`src/rtl/mac_package.sv`:
```
// Shared types and default constants for the panda memory loader: FSM state
// encoding, the NULL memory select and the default parameter values.
package mac_package;

    typedef enum logic [2:0] {
        IDLE      = 3'd0,
        SELECT    = 3'd1,
        REQ       = 3'd2,
        STREAM    = 3'd3,
        NEXT      = 3'd4,
        TERMINATE = 3'd5
    } state_loader_t;

    localparam int unsigned DEF_NB_MEM          = 7;
    localparam int unsigned DEF_DATA_WIDTH      = 32;
    localparam int unsigned DEF_AMEM_ADDR_WIDTH = 16;
    localparam int unsigned DEF_LEN_WIDTH       = 16;
    localparam int unsigned DEF_SEL_WIDTH       = $clog2(DEF_NB_MEM + 1);

    // One past the last region index means "no memory selected".
    localparam logic [DEF_SEL_WIDTH-1:0] NULL_SEL = DEF_SEL_WIDTH'(DEF_NB_MEM);

endpackage

```
`src/rtl/panda_mem_addr_cnt.sv`:
```
// Per-region write-address and beat counter: loaded with the region base and
// length, steps once per accepted beat and flags the final beat.
module panda_mem_addr_cnt
    import mac_package::*;
#(
    parameter int unsigned AMEM_ADDR_WIDTH = DEF_AMEM_ADDR_WIDTH,
    parameter int unsigned LEN_WIDTH       = DEF_LEN_WIDTH
) (
    input  logic                       clk_i,
    input  logic                       rst_i,
    input  logic                       clear_i,
    input  logic                       load_i,
    input  logic [AMEM_ADDR_WIDTH-1:0] base_i,
    input  logic [LEN_WIDTH-1:0]       len_i,
    input  logic                       inc_i,
    output logic [AMEM_ADDR_WIDTH-1:0] addr_o,
    output logic                       last_o
);

    logic [AMEM_ADDR_WIDTH-1:0] addr_q;
    logic [LEN_WIDTH-1:0]       beat_q;
    logic [LEN_WIDTH-1:0]       len_q;

    // Address wraps naturally at the address width; beat never exceeds len-1.
    always_ff @(posedge clk_i) begin
        if (rst_i || clear_i) begin
            addr_q <= {AMEM_ADDR_WIDTH{1'b0}};
            beat_q <= {LEN_WIDTH{1'b0}};
            len_q  <= {LEN_WIDTH{1'b0}};
        end else if (load_i) begin
            addr_q <= base_i;
            beat_q <= {LEN_WIDTH{1'b0}};
            len_q  <= len_i;
        end else if (inc_i) begin
            addr_q <= addr_q + AMEM_ADDR_WIDTH'(1);
            beat_q <= beat_q + LEN_WIDTH'(1);
        end
    end

    assign addr_o = addr_q;
    assign last_o = (beat_q == (len_q - LEN_WIDTH'(1)));

endmodule

```
`src/rtl/panda_mem_loader.sv`:
```
// Walks the enabled regions in index order, requests each from the streamer
// and writes every accepted stream beat into the region's accelerator memory.
module panda_mem_loader
    import mac_package::*;
#(
    parameter int unsigned  NB_MEM          = DEF_NB_MEM,
    parameter int unsigned  DATA_WIDTH      = DEF_DATA_WIDTH,
    parameter int unsigned  AMEM_ADDR_WIDTH = DEF_AMEM_ADDR_WIDTH,
    parameter int unsigned  LEN_WIDTH       = DEF_LEN_WIDTH,
    localparam int unsigned SEL_WIDTH       = $clog2(NB_MEM + 1)
) (
    input  logic                                    clk_i,
    input  logic                                    rst_i,
    input  logic                                    start_i,
    input  logic                                    clear_i,
    input  logic [NB_MEM-1:0]                       cfg_en_i,
    input  logic [NB_MEM-1:0][31:0]                 cfg_dmem_addr_i,
    input  logic [NB_MEM-1:0][LEN_WIDTH-1:0]        cfg_len_i,
    input  logic [NB_MEM-1:0][AMEM_ADDR_WIDTH-1:0]  cfg_amem_addr_i,
    output logic                                    src_req_start_o,
    input  logic                                    src_ready_start_i,
    output logic [31:0]                             src_addr_o,
    output logic [LEN_WIDTH-1:0]                    src_len_o,
    input  logic [DATA_WIDTH-1:0]                   data_i,
    input  logic                                    valid_i,
    output logic                                    ready_o,
    output logic [SEL_WIDTH-1:0]                    mem_sel_o,
    output logic                                    mem_wr_en_o,
    output logic [AMEM_ADDR_WIDTH-1:0]              mem_addr_o,
    output logic [DATA_WIDTH-1:0]                   mem_wdata_o,
    output logic                                    busy_o,
    output logic                                    done_o,
    output logic [SEL_WIDTH-1:0]                    region_o
);

    localparam int unsigned          IDX_WIDTH = (NB_MEM > 1) ? $clog2(NB_MEM) : 1;
    localparam logic [SEL_WIDTH-1:0] SEL_NULL  = SEL_WIDTH'(NB_MEM);
    localparam logic [SEL_WIDTH-1:0] SEL_LAST  = SEL_WIDTH'(NB_MEM - 1);

    state_loader_t                          state_q;
    logic [SEL_WIDTH-1:0]                   idx_q;
    logic [NB_MEM-1:0]                      en_q;
    logic [NB_MEM-1:0][31:0]                dmem_q;
    logic [NB_MEM-1:0][LEN_WIDTH-1:0]       len_q;
    logic [NB_MEM-1:0][AMEM_ADDR_WIDTH-1:0] amem_q;

    logic                       req_q;
    logic [31:0]                src_addr_q;
    logic [LEN_WIDTH-1:0]       src_len_q;
    logic                       ready_q;
    logic                       wr_en_q;
    logic [SEL_WIDTH-1:0]       sel_q;
    logic [AMEM_ADDR_WIDTH-1:0] waddr_q;
    logic [DATA_WIDTH-1:0]      wdata_q;
    logic                       busy_q;
    logic                       done_q;

    logic [IDX_WIDTH-1:0]       idx_s;
    logic                       hit_s;
    logic                       last_idx_s;
    logic                       xfer_s;
    logic                       load_s;
    logic [AMEM_ADDR_WIDTH-1:0] cnt_addr_s;
    logic                       cnt_last_s;

    assign idx_s      = idx_q[IDX_WIDTH-1:0];
    assign hit_s      = en_q[idx_s] && (len_q[idx_s] != {LEN_WIDTH{1'b0}});
    assign last_idx_s = (idx_q == SEL_LAST);
    // A beat is only taken when not aborting in the same cycle.
    assign xfer_s     = valid_i && ready_q && !clear_i;
    assign load_s     = (state_q == SELECT) && hit_s && !clear_i;

    panda_mem_addr_cnt #(
        .AMEM_ADDR_WIDTH (AMEM_ADDR_WIDTH),
        .LEN_WIDTH       (LEN_WIDTH)
    ) u_addr_cnt (
        .clk_i   (clk_i),
        .rst_i   (rst_i),
        .clear_i (clear_i),
        .load_i  (load_s),
        .base_i  (amem_q[idx_s]),
        .len_i   (len_q[idx_s]),
        .inc_i   (xfer_s),
        .addr_o  (cnt_addr_s),
        .last_o  (cnt_last_s)
    );

    // Sequencer and registered outputs; the write port follows transfers independently of state.
    always_ff @(posedge clk_i) begin
        if (rst_i) begin
            state_q    <= IDLE;
            idx_q      <= {SEL_WIDTH{1'b0}};
            en_q       <= {NB_MEM{1'b0}};
            dmem_q     <= '0;
            len_q      <= '0;
            amem_q     <= '0;
            req_q      <= 1'b0;
            src_addr_q <= 32'd0;
            src_len_q  <= {LEN_WIDTH{1'b0}};
            ready_q    <= 1'b0;
            wr_en_q    <= 1'b0;
            sel_q      <= SEL_NULL;
            waddr_q    <= {AMEM_ADDR_WIDTH{1'b0}};
            wdata_q    <= {DATA_WIDTH{1'b0}};
            busy_q     <= 1'b0;
            done_q     <= 1'b0;
        end else begin
            wr_en_q <= xfer_s;
            sel_q   <= xfer_s ? idx_q : SEL_NULL;
            if (xfer_s) begin
                waddr_q <= cnt_addr_s;
                wdata_q <= data_i;
            end
            done_q <= 1'b0;
            if (clear_i) begin
                state_q <= IDLE;
                req_q   <= 1'b0;
                ready_q <= 1'b0;
                busy_q  <= 1'b0;
            end else begin
                case (state_q)
                    IDLE: begin
                        if (start_i) begin
                            en_q    <= cfg_en_i;
                            dmem_q  <= cfg_dmem_addr_i;
                            len_q   <= cfg_len_i;
                            amem_q  <= cfg_amem_addr_i;
                            idx_q   <= {SEL_WIDTH{1'b0}};
                            busy_q  <= 1'b1;
                            state_q <= SELECT;
                        end
                    end
                    SELECT: begin
                        if (hit_s) begin
                            req_q      <= 1'b1;
                            src_addr_q <= dmem_q[idx_s];
                            src_len_q  <= len_q[idx_s];
                            state_q    <= REQ;
                        end else if (last_idx_s) begin
                            done_q  <= 1'b1;
                            state_q <= TERMINATE;
                        end else begin
                            idx_q <= idx_q + SEL_WIDTH'(1);
                        end
                    end
                    REQ: begin
                        if (src_ready_start_i) begin
                            req_q   <= 1'b0;
                            ready_q <= 1'b1;
                            state_q <= STREAM;
                        end
                    end
                    STREAM: begin
                        if (xfer_s && cnt_last_s) begin
                            ready_q <= 1'b0;
                            state_q <= NEXT;
                        end
                    end
                    NEXT: begin
                        if (last_idx_s) begin
                            done_q  <= 1'b1;
                            state_q <= TERMINATE;
                        end else begin
                            idx_q   <= idx_q + SEL_WIDTH'(1);
                            state_q <= SELECT;
                        end
                    end
                    TERMINATE: begin
                        busy_q  <= 1'b0;
                        state_q <= IDLE;
                    end
                    default: begin
                        req_q   <= 1'b0;
                        ready_q <= 1'b0;
                        busy_q  <= 1'b0;
                        state_q <= IDLE;
                    end
                endcase
            end
        end
    end

    assign src_req_start_o = req_q;
    assign src_addr_o      = src_addr_q;
    assign src_len_o       = src_len_q;
    assign ready_o         = ready_q;
    assign mem_wr_en_o     = wr_en_q;
    assign mem_sel_o       = sel_q;
    assign mem_addr_o      = waddr_q;
    assign mem_wdata_o     = wdata_q;
    assign busy_o          = busy_q;
    assign done_o          = done_q;
    assign region_o        = idx_q;

endmodule

```
`config.mk`:
```
export PLATFORM = sky130hd
export DESIGN_NAME = panda_mem_loader
export DESIGN_NICKNAME = d
export VERILOG_FILES = /design/src/rtl/mac_package.sv /design/src/rtl/panda_mem_addr_cnt.sv /design/src/rtl/panda_mem_loader.sv
export SDC_FILE = /design/constraint.sdc
export NUM_CORES = 1
export LEC_CHECK = 0
export BUFFER_PORTS_ARGS = -buffer_cell sky130_fd_sc_hd__buf_2
export CAP_MARGIN = 10
export CORE_MARGIN = 1.5
export CORE_UTILIZATION = 49
export CTS_BUF_LIST = sky130_fd_sc_hd__clkbuf_16
export CTS_CLUSTER_SIZE = 20
export DETAILED_ROUTE_END_ITERATION = 8
export GPL_ROUTABILITY_DRIVEN = 0
export PLACE_DENSITY = 0.87
export SLEW_MARGIN = 15
export SYNTH_ARGS = -nofsm -noshare
export SYNTH_HDL_FRONTEND = slang
export SYNTH_SLANG_ARGS = --single-unit
```
`constraint.sdc`:
```
create_clock -name clk_i -period 2.8 [get_ports clk_i]
set_input_delay 0.56 -clock clk_i [delete_from_list [all_inputs] [get_ports clk_i]]
set_output_delay 0.56 -clock clk_i [all_outputs]
set_load 0.1 [all_outputs]
```
==> results of run 1 <==
-- worst paths after layout --
| check | start | endpoint | slack, ns |
|---|---|---|---|
| setup / recovery | region_o[0] | region_o[1] | -0.26 |
| hold / removal | cfg_amem_addr_i[36] | amem_q[36] | 0.20 |
| setup reg to reg | region_o[0] | region_o[1] | -0.26 |
| hold reg to reg | mem_wdata_o[13] | mem_wdata_o[13] | 0.45 |
-- layer usage --
metal | up-vias | share of wire [%] | GRT usage [%]
met4 | 10 | 6.4 | 19.89
met3 | 293 | 9.2 | 6.705
met1 | 11610 | 37 | 35.95
met2 | 1390 | 48 | 49.71
met5 | - | 0.076 | 0
li1 | 11650 | - | -
-- cells by family (layout without fill, tap and decap cells) --
group	count (synthesis)	count (layout)	synth area share (%)
compound gates	759	759	17.02
mux	164	164	9.199
fa+ha+maj	5	5	0.2448
buf+inv	270	822	4.137
simple gates	1275	1275	19.74
other cells	0	9	0
flops	613	613	48.02
xor+xnor	48	48	1.645
-- cell type report --
| class | instances | area (um2) |
|---|---|---|
| Antenna cell | 9 | 22.52 |
| Clock buffer | 68 | 1702 |
| Tap cell | 680 | 850.8 |
| Fill cell | 4225 | 19360 |
| Timing Repair Buffer | 697 | 4242 |
| Clock inverter | 47 | 371.6 |
| Inverter | 10 | 37.54 |
| Multi-Input combinational cell | 2251 | 12530 |
| Sequential cell | 613 | 12290 |
-- Yosys cell counts (4+ instances only) --
master	n	share of area [%]
a211oi_1	5	0.15
and3_1	7	0.17
mux2_1	6	0.26
and2_1	15	0.37
buf_6	4	0.18
xor2_1	25	0.86
inv_1	8	0.12
buf_2	11	0.22
nand4_1	12	0.29
nand3_1	17	0.33
o21ai_0	22	0.43
nor3_1	14	0.27
dfxtp_1	613	48
nor4_1	7	0.17
mux2_2	57	2.5
mux2i_1	50	2.0
a21oi_1	585	11
buf_1	11	0.16
nor2b_1	7	0.17
nor2_1	66	0.97
a22oi_1	22	0.65
xnor2_1	23	0.79
nand2_1	1106	16
ha_1	5	0.24
o211ai_1	41	1.2
clkbuf_1	234	3.4
a221o_1	59	2.3
mux4_2	50	4.4
-- flip-flops by register name, indices dropped and copies added, names as in the netlist, 3 cells and up --
| register | cells |
|---|---|
| dmem_q | 224 |
| amem_q | 112 |
| len_q | 112 |
| mem_wdata_o | 32 |
| src_addr_o | 32 |
| mem_addr_o | 16 |
| src_len_o | 16 |
| u_addr_cnt.addr_o | 16 |
| u_addr_cnt.beat_q | 16 |
| u_addr_cnt.len_q | 16 |
| en_q | 7 |
| mem_sel_o | 3 |
| region_o | 3 |
| state_q | 3 |
-- report_power, final --
group          total, mW  switching [mW]  internal, mW
logic               2.04            1.20         0.838
registers           9.28           0.215          9.06
clock network       8.45            3.57          4.88
-- critical path: stages, from the launching register on --
cell and delay (ns):
dfxtp_4 0.41, buf_6 0.16, buf_12 0.18, mux2i_2 0.29, a22oi_2 0.14, a22oi_2 0.24
nand4_1 0.21, o211a_1 0.28, or4_4 0.45, or4_1 0.48, a21oi_1 0.15
-- what timing repair did --
| item | 4_1_cts | 5_1_grt |
|---|---|---|
| pin swaps | 7 | 14 |
| setup buffers | 9 | 6 |
| setup endpoints to repair | 80 | 87 |
| resized for setup | 13 | 73 |
| gates cloned | 1 | 3 |
-- cells in the final DEF, fill, tap and decap left out, drive strengths merged, types with 3 or more instances in the layout --
master    synthesis  routed
nor2b             7       7
buf              26     696
clkinv            0      21
o211ai           41      41
o311a             3       3
o31ai             3       3
or3               3       3
inv              10      28
ha                5       5
and3              7       7
mux2             64      64
dfxtp           613     613
nor2             67      67
a21oi           585     585
mux4             50      50
and2             15      15
diode             0       9
a211oi            5       5
a22oi            22      22
nor4              8       8
nand2b            3       3
nand2          1106    1106
a311oi            3       3
nand4            12      12
xnor2            23      23
or4               3       3
a221o            59      59
nand3            17      17
o21ai            23      23
clkinvlp          0       3
nand3b            3       3
xor2             25      25
bufinv            0       5
mux2i            50      50
nor3             14      14
nor3b             3       3
clkbuf          234      69
==> metrics.yaml, run 1 <==
run_status:
  status: "finished with violations"
  failed_checks: "negative setup slack"
setup_path:
  startpoint_type: "flop"
  endpoint_kind: "flop"
  path_max_fanout: 15
  crit_type: "flop to flop"
  critPathRequiredTime_ns: 3.31
  rr_worst_depth: 10
  arrival_ns: 3.57
sta:
  tightest_slew_ns: 0.8120
  slew_viol_final: 0
  worst_clock_skew_ns: 0.02532
  min_period_ns: 3.058
  fmax_mhz: 327.0
  setup_violations: 84
  rsz0062_at_grt: "true"
  fin_setup_tns_ns: -8.185
  setup_slack_ns: -0.2580
  finalCritPeriodShare_pct: 109.2
  finalHoldViolCount: 0
  holdWs_ns: 0.2019
  slew_headroom_pct: 45.87
yosys:
  synthesis.nets: 3632
  synth_ff_type: "dfxtp_1"
  synth_seq_area_share_pct: 48.02
  synth.avg_cell_area_um2: 8.155
  synth_edf_count: 0
  yosysWarnings: 0
  ys_ff_latch: 613
  netlist_instances: 3134
  yosysUniqueCellTypes: 60
  syn-cell-area_um2: 25560
  synthArstFlopShare_pct: 0
clocking:
  numClockSinks: 613
  cts.clk_slew.worst_paths_ns: 0.06
  cts-root-buf: "clkbuf_16"
  cts_tree: "done"
  cts_inserted_buffers: 66
  clkLatencyLatePin_ns: 0.59
  clockBufferDepth: 3
  htree_levels: 3
  cts-hold-fix-buffers: 0
place:
  placed_cells_incl_taps: 4232
  place_area_um2: 29410
  hpwl_mm: 59.30
  portBuffers: 599
  dpl_worst_slack_ns: -0.2366
routing:
  via_count: 24950
  first_pass_iters: 6
  drc_errors: 0
  antenna_left: 0
  wl_mm: 85.43
  wl_per_cell_um: 19.53
  via_per_inst: 5.702
  first_iter_violations: 2592
grt:
  grt_max_degree: 147
  grt_pass1_wl_mm: 127.2
  grt_usage_pct: 30.40
  grt_antenna_before_repair: 13
  grt_pass1_vias: 23580
  grt_overflow_total: 0
floorplan:
  die_w_um: 231.4
  rows: 83
  dieArea_um2: 53540
  core_um2: 51410
  initial_utilization_pct: 49.72
  ios: 600
  fp.dieH_um: 231.4
worst_hold_path:
  hp-class: "input port to flop"
  holdPathStages: 3
finish:
  area_growth_pct: 25.38
  final_core_util_pct: 62.33
  design_area_um2: 32040
  final_cells: 4375
  num-nets-final: 4137
  drive_gt1_share_pct: 26.15
run:
  maxCapViolations: 0
pwr:
  p_total_mw: 19.76
  leakage_nw: 12.63
  peakVddDrop_mv: 0.5052
  power_density_nw_per_um2: 616.7
No activity file was read; power rests on OpenSTA's default activity.
==> run 2, diff against run 1 <==
--- a/config.mk
+++ b/config.mk
@@ -5,6 +5,7 @@
 export SDC_FILE = /design/constraint.sdc
 export NUM_CORES = 1
 export LEC_CHECK = 0
+export ABC_AREA = 1
 export BUFFER_PORTS_ARGS = -buffer_cell sky130_fd_sc_hd__buf_2
 export CAP_MARGIN = 10
 export CORE_MARGIN = 1.5
@@ -13,7 +14,7 @@
 export CTS_CLUSTER_SIZE = 20
 export DETAILED_ROUTE_END_ITERATION = 8
 export GPL_ROUTABILITY_DRIVEN = 0
-export PLACE_DENSITY = 0.87
+export PLACE_DENSITY = 0.86
 export SLEW_MARGIN = 15
 export SYNTH_ARGS = -nofsm -noshare
 export SYNTH_HDL_FRONTEND = slang
==> metrics.yaml, run 2 <==
sta:
  finalCritPeriodShare_pct: 95.28  # -14 points
  fmax_mhz: 374.8  # +15%
  slew_viol_final: 0  # unchanged
  rsz0062_at_grt: "true"
  min_period_ns: 2.668  # -0.3901 ns
  slew_headroom_pct: 42.92  # -3.0 points
  setup_violations: 0  # -100%
  tightest_slew_ns: 0.8473  # +0.03531 ns
  worst_clock_skew_ns: 0.02147  # -0.003852 ns
  finalHoldViolCount: 0  # unchanged
  holdWs_ns: 0.1630  # -0.03897 ns
  fin_setup_tns_ns: 0  # +8.185 ns
yosys:
  syn-cell-area_um2: 26040  # +1.9%
  synth.top_cell.area_share_pct: 47.12  # -0.90 points
  synthesis.nets: 4180  # +15%
  ys_ff_latch: 613  # unchanged
  synth_seq_area_share_pct: 47.12  # -0.90 points
  yosysWarnings: 0  # unchanged
  synth.avg_cell_area_um2: 7.074  # -13%
  synth_commonest_cells: "nor2_1 (849), o21ai_0 (723), dfxtp_1 (613)"
  yosysMostFrequentCell: "nor2_1"
  synthArstFlopShare_pct: 0  # unchanged
  synth_edf_count: 0  # unchanged
  netlist_instances: 3682  # +17%
  synth_top_area_cell: "dfxtp_1"
  synthTopCellsByArea: "dfxtp_1 (47%), o21ai_0 (14%), nor2_1 (12%)"
  synth_ff_type: "dfxtp_1"
  yosysUniqueCellTypes: 43  # -28%
setup_path:
  crit_path_start: "region_o[1]"
  cp_cell_sequence: "buf_12 -> buf_8 -> buf_4"
  slowest_stage: "buf_8"
  slowest_delay_ns: 0.37  # -0.11 ns
  crit_type: "flop to output port"
  critPathRequiredTime_ns: 2.24  # -1.07 ns
  startpoint_type: "flop"
  path_buf_inv: 3  # +1
  reg2reg_from: "region_o[1]"
  arrival_ns: 2.11  # -1.46 ns
  endpoint_kind: "output port"
  path_max_fanout: 79  # +64
  crit_family: "buffers and inverters"
place:
  hpwl_mm: 63.77  # +7.5%
  portBuffers: 599  # unchanged
  placed_cells_incl_taps: 4756  # +12%
floorplan:
  initial_utilization_pct: 49.56  # -0.15 points
  rows: 84  # +1.2%
  fp.dieH_um: 233.6  # +0.94%
  dieArea_um2: 54550  # +1.9%
  die_w_um: 233.6  # +0.94%
  core_um2: 52550  # +2.2%
  ios: 600  # unchanged
routing:
  wl_per_cell_um: 18.53  # -5.1%
  drc_errors: 0  # unchanged
  first_pass_iters: 6  # unchanged
  antenna_left: 0  # unchanged
  first_iter_violations: 2439  # -5.9%
  via_per_inst: 5.548  # -2.7%
  via_count: 27040  # +8.4%
  wl_mm: 90.30  # +5.7%
pwr:
  p_total_mw: 20.01  # +1.3%
  power_density_nw_per_um2: 637.0  # +3.3%
  peakVddDrop_mv: 0.4820  # -4.6%
  comb_power_share_pct: 14.0  # +3.7 points
  p_int_mw: 14.51  # -1.8%
  leakage_nw: 14.37  # +14%
  p_clk_share_pct: 38.4  # -4.4 points
  netSwitchingFraction_pct: 27.48  # +2.3 points
  switching_power_mw: 5.499  # +10%
  seqPwrFrac_pct: 47.6  # +0.7 points
worst_hold_path:
  hp-class: "input port to flop"
  hp-start: "cfg_dmem_addr_i[57]"
clocking:
  clockBufferDepth: 3  # unchanged
  cts_inserted_buffers: 61  # -7.6%
  cts-hold-fix-buffers: 0  # unchanged
  clkLatencyLatePin_ns: 0.62  # +0.03 ns
  cts.clk_slew.worst_paths_ns: 0.06  # about the same
  cts-root-buf: "clkbuf_16"
  htree_levels: 2  # -1
  cts_tree: "done"
  numClockSinks: 613  # unchanged
run:
  maxCapViolations: 0  # unchanged
finish:
  mostFrequentLayoutCells: "nor2_1 (847), o21ai_0 (723), dfxtp_1 (610), buf_2 (598), nand2_1 (395)"
  final_core_util_pct: 59.78  # -2.6 points
  final_common_cell: "nor2_1"
  largest_reg_flops: 224  # unchanged
  fill_cells: 4739  # +12%
  largestRegisters: "dmem_q: 224 flops, amem_q: 112 flops, len_q: 112 flops"
  regMostFlops: "dmem_q"
  num-nets-final: 4629  # +12%
  drive_gt1_share_pct: 18.36  # -7.8 points
  area_growth_pct: 20.62
  final_cells: 4873  # +11%
grt:
  grtUsageMet1_pct: 38.94  # +3.0 points
  grt_pass1_vias: 24270  # +2.9%
  grt_max_degree: 107  # -27%
  grt_usage_pct: 31.66  # +1.3 points
  grt.busiest_layer: "met2"
  met2_usage_pct: 52.17  # +2.5 points
  grt_overflow_total: 0  # unchanged
  grtUsageMet3_pct: 6.995  # +0.29 points
  grt_antenna_before_repair: 26  # +13
  grt_pass1_wl_mm: 134.6  # +5.9%
run_status:
  status: "complete, no violations"
run 2: cell type report:
class / count / area, um2 / area share [%]
diodes: 13 / 32.53 / 0.1035
clock buffers: 61 / 1526 / 4.859
clock inverters: 43 / 290.3 / 0.9240
inverters: 236 / 910.9 / 2.899
multi-input cells: 2558 / 11760 / 37.42
flip-flops and latches: 613 / 12280 / 39.09
well taps: 688 / 860.8 / 2.740
repair buffers: 661 / 3760 / 11.97
run 2: worst paths after layout:
path	end	slack (ns)	depth (start not counted)
worst max register to register	u_addr_cnt.addr_o[9]	0.21	15
worst max-delay path	region_o[1]	0.13	3
worst min-delay path	dmem_q[57]	0.16	3
worst min register to register	dmem_q[196]	0.44	2
run 2: power by group through the flow:
stage / registers [mW] / clock network (mW) / logic [mW]
finish: 9.53 / 7.69 / 2.79
global route: 9.58 / 8.10 / 3.08
floorplan: 9.70 / 0 / 1.63
CTS: 9.52 / 7.76 / 2.76
global placement: 9.69 / 0 / 2.69
detailed placement: 9.70 / 0 / 2.74
run 2: through the flow:
stage               area (um2)  setup WS (ns)
floorplan                26050        0.02065
global placement         29530         0.2383
detailed placement       29530         0.1741
CTS                      31360        0.04734
global route             31410      -0.009768
finish                   31420         0.1321
run 2: worst register-to-register path, stage by stage (launching register included):
cell	delay, ns
dfxtp_4	0.36
buf_12	0.36
nor2_1	0.13
nand2_1	0.07
nand2_1	0.05
nand2_1	0.06
nand2_1	0.09
nor2_1	0.10
nand2_1	0.06
nor2_1	0.09
nand2_1	0.16
nand4_4	0.14
buf_4	0.24
nand2_2	0.18
o21ai_0	0.25
nor2_1	0.09
run 2: timing repair:
item | 4_1_cts | 5_1_grt
pin swaps | 0 | 0
endpoints found under the setup margin | 1 | 32
resized for setup | 2 | 8
setup buffers | 0 | 0
run 2: metal layers:
metal	wire length, um	vias to the layer above
li1	-	12940
met3	9276	261
met5	97	-
met1	34400	12390
met4	4262	14
met2	42260	1433
run 2: cell families (layout without fill, tap and decap cells):
family	count (synthesis)	count (layout)	synth area share, %
AND/OR/NAND/NOR	1397	1397	21.16
adder cells (fa/ha/maj)	5	5	0.2402
AO/OA/AOI/OAI	1102	1102	21.61
buffers and inverters	511	1001	7.859
flip-flops	613	613	47.12
multiplexers	31	31	1.191
other	0	13	0
XOR/XNOR	23	23	0.8263
